`config.mk`:
```
export PLATFORM = sky130hd
export DESIGN_NAME = pipelined_adder
export DESIGN_NICKNAME = d
export VERILOG_FILES = /design/src/rtl/pipelined_adder_pkg.sv /design/src/rtl/adder_slice.sv /design/src/rtl/pipelined_adder.sv
export SDC_FILE = /design/constraint.sdc
export NUM_CORES = 1
export LEC_CHECK = 0
export CORE_AREA = 2 2 122 65
export CTS_CLUSTER_SIZE = 10
export DETAILED_ROUTE_END_ITERATION = 8
export DIE_AREA = 0 0 124 67
export PLACE_DENSITY = 0.83
export SYNTH_ARGS = -nofsm -noshare
export SYNTH_HDL_FRONTEND = slang
export SYNTH_SLANG_ARGS = --single-unit
export TNS_END_PERCENT = 10
```
`constraint.sdc`:
```
create_clock -name clk -period 6.93 [get_ports clk]
set_input_delay 2.079 -clock clk [delete_from_list [all_inputs] [get_ports clk]]
set_output_delay 2.079 -clock clk [all_outputs]
set_load 0.005 [all_outputs]
```
`src/rtl/pipelined_adder_pkg.sv`:
```
// pipelined_adder_pkg: default geometry, chunk sizing and configuration check for pipelined_adder
package pipelined_adder_pkg;
   localparam int DEFAULT_WIDTH = 16;
   localparam int DEFAULT_STAGES = 4;
   function automatic int chunk_width(input int width, input int stages);
      return stages > 0 ? width / stages : 1;
   endfunction
   function automatic bit config_ok(input int width, input int stages);
      return width >= 1 && stages >= 1 && stages <= width && width % stages == 0;
   endfunction
endpackage

```
`src/rtl/adder_slice.sv`:
```
// adder_slice: one CHUNK-bit carry slice with its pipeline register and valid/ready stage
// Optional signed-overflow flag in the last slice when PIPELINED_ADDER_OVF_EN is defined.
module adder_slice #(
   parameter int WIDTH = 16,
   parameter int CHUNK = 4,
   parameter int IDX = 0,
   parameter bit LAST = 1'b0
) (
   input  logic             clk,
   input  logic             rst,
   input  logic             i_valid,
   output logic             o_ready,
   input  logic [WIDTH-1:0] i_a,
   input  logic [WIDTH-1:0] i_b,
   input  logic [WIDTH-1:0] i_sum,
   input  logic             i_carry,
   output logic             o_valid,
   input  logic             i_ready,
   output logic [WIDTH-1:0] o_a,
   output logic [WIDTH-1:0] o_b,
   output logic [WIDTH-1:0] o_sum,
   output logic             o_carry
`ifdef PIPELINED_ADDER_OVF_EN
   ,
   output logic             o_ovf
`endif
);
   typedef struct packed {
      logic             valid;
      logic [WIDTH-1:0] a;
      logic [WIDTH-1:0] b;
      logic [WIDTH-1:0] sum;
      logic             carry;
   } slice_t;

   slice_t           r_slice;
   logic [CHUNK-1:0] w_chunk;
   logic             w_carry;
   logic [WIDTH-1:0] w_sum;

   assign {w_carry, w_chunk} = {1'b0, i_a[IDX*CHUNK +: CHUNK]} + {1'b0, i_b[IDX*CHUNK +: CHUNK]} + {{CHUNK{1'b0}}, i_carry};
   // Bits at and above this chunk are still zero in the incoming partial sum, so OR splices the chunk in
   assign w_sum = i_sum | (WIDTH'(w_chunk) << (IDX * CHUNK));
   assign o_ready = !r_slice.valid || i_ready;
   assign o_valid = r_slice.valid;
   assign o_a = r_slice.a;
   assign o_b = r_slice.b;
   assign o_sum = r_slice.sum;
   assign o_carry = r_slice.carry;

   // Load on every free/draining cycle; data only changes when a valid word transfers in
   always_ff @(posedge clk or posedge rst) begin
      if (rst) r_slice <= '0;
      else if (o_ready) begin
         r_slice.valid <= i_valid;
         if (i_valid) begin
            r_slice.a <= i_a;
            r_slice.b <= i_b;
            r_slice.sum <= w_sum;
            r_slice.carry <= w_carry;
         end
      end
   end

`ifdef PIPELINED_ADDER_OVF_EN
   logic r_ovf;
   if (LAST) begin : g_ovf
      // Carry into the MSB (a^b^sum at MSB) differing from carry out of it flags signed overflow
      always_ff @(posedge clk or posedge rst) begin
         if (rst) r_ovf <= 1'b0;
         else if (o_ready && i_valid) r_ovf <= i_a[WIDTH-1] ^ i_b[WIDTH-1] ^ w_chunk[CHUNK-1] ^ w_carry;
      end
   end else begin : g_no_ovf
      assign r_ovf = 1'b0;
   end
   assign o_ovf = r_ovf;
`endif
endmodule

```
`src/rtl/pipelined_adder.sv`:
```
// pipelined_adder: WIDTH-bit a+b+c_in split across STAGES registered slices with valid/ready on both sides
// Define PIPELINED_ADDER_OVF_EN to add the registered signed-overflow output ovf.
module pipelined_adder
   import pipelined_adder_pkg::*;
#(
   parameter int WIDTH = DEFAULT_WIDTH,
   parameter int STAGES = DEFAULT_STAGES
) (
   input  logic             clk,
   input  logic             rst,
   input  logic             in_valid,
   output logic             in_ready,
   input  logic [WIDTH-1:0] a,
   input  logic [WIDTH-1:0] b,
   input  logic             c_in,
   output logic             out_valid,
   input  logic             out_ready,
   output logic [WIDTH-1:0] sum,
   output logic             c_out
`ifdef PIPELINED_ADDER_OVF_EN
   ,
   output logic             ovf
`endif
);
   localparam int CHUNK = chunk_width(WIDTH, STAGES);

   if (!config_ok(WIDTH, STAGES)) begin : g_bad_cfg
      $error("pipelined_adder: need 1 <= STAGES <= WIDTH and WIDTH %% STAGES == 0");
   end

   logic             w_valid [STAGES+1];
   logic             w_ready [STAGES+1];
   logic [WIDTH-1:0] w_a     [STAGES+1];
   logic [WIDTH-1:0] w_b     [STAGES+1];
   logic [WIDTH-1:0] w_sum   [STAGES+1];
   logic             w_carry [STAGES+1];
`ifdef PIPELINED_ADDER_OVF_EN
   logic             w_ovf   [STAGES];
`endif

   assign w_ready[STAGES] = out_ready;
   assign in_ready = w_ready[0];

   genvar k;
   for (k = 0; k < STAGES; k++) begin : g_slice
      if (k == 0) begin : g_first
         assign w_valid[0] = in_valid;
         assign w_a[0] = a;
         assign w_b[0] = b;
         assign w_sum[0] = '0;
         assign w_carry[0] = c_in;
      end
      if (k == STAGES - 1) begin : g_last
         assign out_valid = w_valid[STAGES];
         assign sum = w_sum[STAGES];
         assign c_out = w_carry[STAGES];
`ifdef PIPELINED_ADDER_OVF_EN
         assign ovf = w_ovf[k];
`endif
      end
      adder_slice #(
         .WIDTH(WIDTH),
         .CHUNK(CHUNK),
         .IDX(k),
         .LAST(k == STAGES - 1)
      ) u_slice (
         .clk(clk),
         .rst(rst),
         .i_valid(w_valid[k]),
         .o_ready(w_ready[k]),
         .i_a(w_a[k]),
         .i_b(w_b[k]),
         .i_sum(w_sum[k]),
         .i_carry(w_carry[k]),
         .o_valid(w_valid[k+1]),
         .i_ready(w_ready[k+1]),
         .o_a(w_a[k+1]),
         .o_b(w_b[k+1]),
         .o_sum(w_sum[k+1]),
         .o_carry(w_carry[k+1])
`ifdef PIPELINED_ADDER_OVF_EN
         ,
         .o_ovf(w_ovf[k])
`endif
      );
   end
endmodule
```
[Word-level counts from Yosys, hierarchy flattened]
Cells that the tools add are included.
Operators by class
  add/subtract/negate cells: 8
  reduce and logical (&&, ||, !) cells: 12
  bitwise gates (word level): 3
Operators with widths (number)
  $add 4x4->5: 4
  $add 5x1->5: 4
  $or 16x12->16: 1
  $or 16x16->16: 1
  $or 4x8->8: 1
  $reduce_and 2->1: 4
  $logic_not 1->1: 4
  $logic_or 1x1->1: 4
Storage, ports and cells
  word-level logic and storage cells: 41
  input bits: 37
  register bits after elaboration: 156

[Longest topological paths before layout]
  depth after elaboration: 6
  mapped depth: 7
  depth with buffers taken out: 7

[Modules after synthesis]
A second synthesis with hierarchy kept.
Second synthesis, totals
  cells, all modules: 549
  area total of the unflattened synthesis: 8654.6 µm²
By module, submodules not included
  adder_slice at g_slice[0].u_slice ...: cells an instance 138, area each 2245.9 µm², sequential area each 1251.2 µm², instances 2
  adder_slice at g_slice[1].u_slice ...: cells an instance 136, area each 2079.5 µm², sequential area each 1251.2 µm², instances 2
  pipelined_adder: cells an instance 1, area each 3.8 µm², sequential area each 0.0 µm², instances 1

[Least setup slack after synthesis]
No wires, ideal clock.
  path type: input-to-output
  from: input port out_ready
  to: output port in_ready
  path slack: 2.290 ns
  data required time: 4.851 ns
  path buffers: 0
  stages: 2
  arrival time: 2.561 ns
  cell sequence: nand4b_4 or2_2
Between the ends
  longest elaborated chain between the ends: 4
Ends and longest elaborated chain
  start: declaration: RTL line pipelined_adder.sv:17  | input logic out_ready,
  $logic_or 1x1->1 (4 in a row): RTL line adder_slice.sv:44  | assign o_ready = !r_slice.valid || i_ready;
  end: declaration: RTL line pipelined_adder.sv:12  | output logic in_ready,
Every way passes these cells.

[Final worst setup path]
Same ends and word-level chain as after synthesis.

==> impl_results.md <==
- Die area: between 8000 and 9000 um^2
- Hold Startpoint: g_slice[2].u_slice.o_sum[11]
- Crit path max fanout: 4
- Num CTS Buffers: 9
- Cells on worst reg2reg path: 3
- Hold endpoint: g_slice[2].u_slice.o_sum[11]
- Total Wirelength: 7.406 mm
- Pin count of the biggest net entering global routing: 50
- Slew Limit Headroom: roughly 27%
- Status: finished, final reports clean
- Total grt overflow: 0
- Synth warn: 0
- Post-route antenna net violation count: 0
- Fin. Hold Viols: 0
- Initial Util: approximately 58%
- Max-slew violation count: 0
- Routed WL per cell: around 17 um
- CTS Root Cell: clkbuf_16
- Via density: 5.210
- RR Startpoint: g_slice[2].u_slice.o_valid
- Leakage: approximately 2.2 nW
- Sequential-to-total area share from yosys stat: about three fifths
- Yosys top cell area share: just under 60%
- Mapped Area: between 4000 and 5000 um^2
- Reg clk slew, reported paths: about 0.07 ns
- TritonRoute pass-1 iters: 4
- HP Class: reg2reg
- Total GRT Usage: roughly a fifth
- WP data required: slightly below 5 ns
- Vias: approximately 2300
- Critical-path top delay cell: clkdlybuf4s50_1
- CTS max path bufs: 2
- Average size of a mapped cell: 14.55 um^2
- Area contributors post-synth: dfrtp_1, mux2_2, fa_1, ha_1, o21ai_0
- Unrepaired setup endpoints after global routing: false
- Clk_skew: slightly below 0.007 ns
- Most frequent CP cell: clkdlybuf4s50_1
- # port buffers: 55
- Net Count, Synth: between 300 and 400
- DP HPWL: approximately 5 mm
- Post-CTS setup buffers: 0
- Share of layout cells above drive strength 1: about 28%
- Slew @ Worst Pin: 1.084 ns
- Cell variety after synth: 20
- Arrival @ worst endpoint: 3.51 ns
- Critical Path Start Type: input port
- Post-CTS Resized: 0
- Final Instance Count excl. Fillers: 442
- Initial antenna violation count: 0
- Residual DRC: 0
- FF-to-FF End: g_slice[0].u_slice.o_b[7]
- Floorplan die width: roughly 120 um
- Largest stage delay, worst path: between 0.4 and 0.5 ns
- Yosys reg bits: 96
- Setup_tns: 0 ns
- Layout fillers: ~520
- Final period demand of the worst path: between 5 and 6 ns
- Endpoint type of the worst setup path: output port
- Max-Cap Viols: 0
- Core box area: 7157 um^2
- Period utilization: a little over 80%
- Setup Crit Path Kind: in2out
- Layout Nets: a little under 400
- Gpl congestion: approximately 0.74
- Placed insts: between 400 and 500
- Synth area leader: dfrtp_1
- CTS sink cnt: 96
- TritonCTS clock tree: yes
- FF-to-FF setup slack: roughly 4.9 ns
- Cell Pwr Density: around 380 nW/um^2
- Max Fclk: about 180 MHz
- Peak supply drop: 0.2248 mV
- DRT iter0 DRCs: 69
- Syn Inst Count: ~280
- Area grow syn2layout: 21.73%
- Crit-path cells: clkdlybuf4s50_1 > nand4b_4 > or2_2 > clkdlybuf4s50_1
- Hold_buf cts: 0
- Clock Latency Late Sink: about 0.35 ns
- First-pass GRT wire length: roughly 12 mm
- Die height: 67 um
- Most frequent cells in the layout: dfrtp_1, mux2_2, clkdlybuf4s50_1, nand2_1, o21ai_0
- Worst slack, placed: between 1 and 1.5 ns
- Ant diodes: 0
- Setup violations, final: 0
- Vias in the first global route: 2400
- Total power: around 0.0019 W
- Commonest non-fill, non-tap cell in the layout: dfrtp_1
- Total I/O pin count: between 50 and 60
- Final WS setup: around 1.3 ns
- H-tree depth: 3
- Row cnt: 22
- Hold depth: 2
how the worst max path moves through the flow:
stage | startpoint | end | slack (ns) | cells past startpoint
after detailed placement | out_ready | in_ready | 1.36 | 4
after floorplan | out_ready | in_ready | 2.29 | 2
final | out_ready | in_ready | 1.35 | 4
after global placement | out_ready | in_ready | 1.40 | 4
after global routing | out_ready | in_ready | 1.31 | 4
after CTS | out_ready | in_ready | 1.36 | 4
per-layer routing:
metal	routed length (um)	track usage, %	up-vias
li1	-	-	1091
met1	3498	26.56	1154
met2	3301	32.62	48
met3	513	9.760	10
met4	92	5.478	0
met5	0	0	-
per-stage QoR:
stage	utilization (%)	area, um^2	hold WS (ns)
floorplan	-	4116	0.4450
global placement	65.89	4716	0.4580
detailed placement	65.89	4716	0.4709
CTS	70.02	5011	0.4906
global route	70.02	5011	0.5091
finish	70.02	5011	0.4860
logic make-up (layout without fill, tap and decap cells):
group | after synthesis | in the layout | synth area share (%)
fa+ha+maj | 20 | 20 | 7.538
compound gates | 32 | 32 | 4.651
mux | 77 | 77 | 21.06
buf+inv | 24 | 87 | 3.435
simple gates | 26 | 26 | 3.252
xor+xnor | 8 | 8 | 1.702
flops | 96 | 96 | 58.36
worst max-delay path, delay by kind of cell:
family | cells | cell delay [ns]
AND/OR/NAND/NOR | 2 | 0.54
buffers and inverters | 2 | 0.89
registers in the layout, indices dropped and copies added, names as in the netlist:
name and count:
g_slice.u_slice.o_b 24, g_slice.u_slice.o_a 24, g_slice.u_slice.o_carry 4, g_slice.u_slice.o_sum 40
g_slice.u_slice.o_valid 4
area by class of cell:
type	count	area (um^2)	share of cell area (%)
flip-flops and latches	96	2402	47.94
repair buffers	57	565.5	11.29
multi-input cells	163	1573	31.39
clock inverters	7	70.07	1.398
clock buffers	9	225.2	4.494
inverters	14	55.05	1.099
well taps	96	120.1	2.397
cell usage after synthesis, drive strengths merged:
| cell | instances |
|---|---|
| or2 | 1 |
| a21oi | 8 |
| dfrtp | 96 |
| mux2 | 77 |
| o21ai | 16 |
| ha | 12 |
| inv | 14 |
| a21o | 8 |
| xnor2 | 1 |
| nand4b | 1 |
| nand2 | 19 |
| fa | 8 |
| nand2b | 4 |
| nand3b | 1 |
| xor2 | 7 |
| buf | 10 |
power by group:
part | internal (W) | switching, W
clock | 0.000279 | 0.000210
combinational | 0.000333 | 0.000215
sequential | 0.000749 | 0.000117
total | 0.00136 | 0.000542
(Power assumes the default switching activity.)
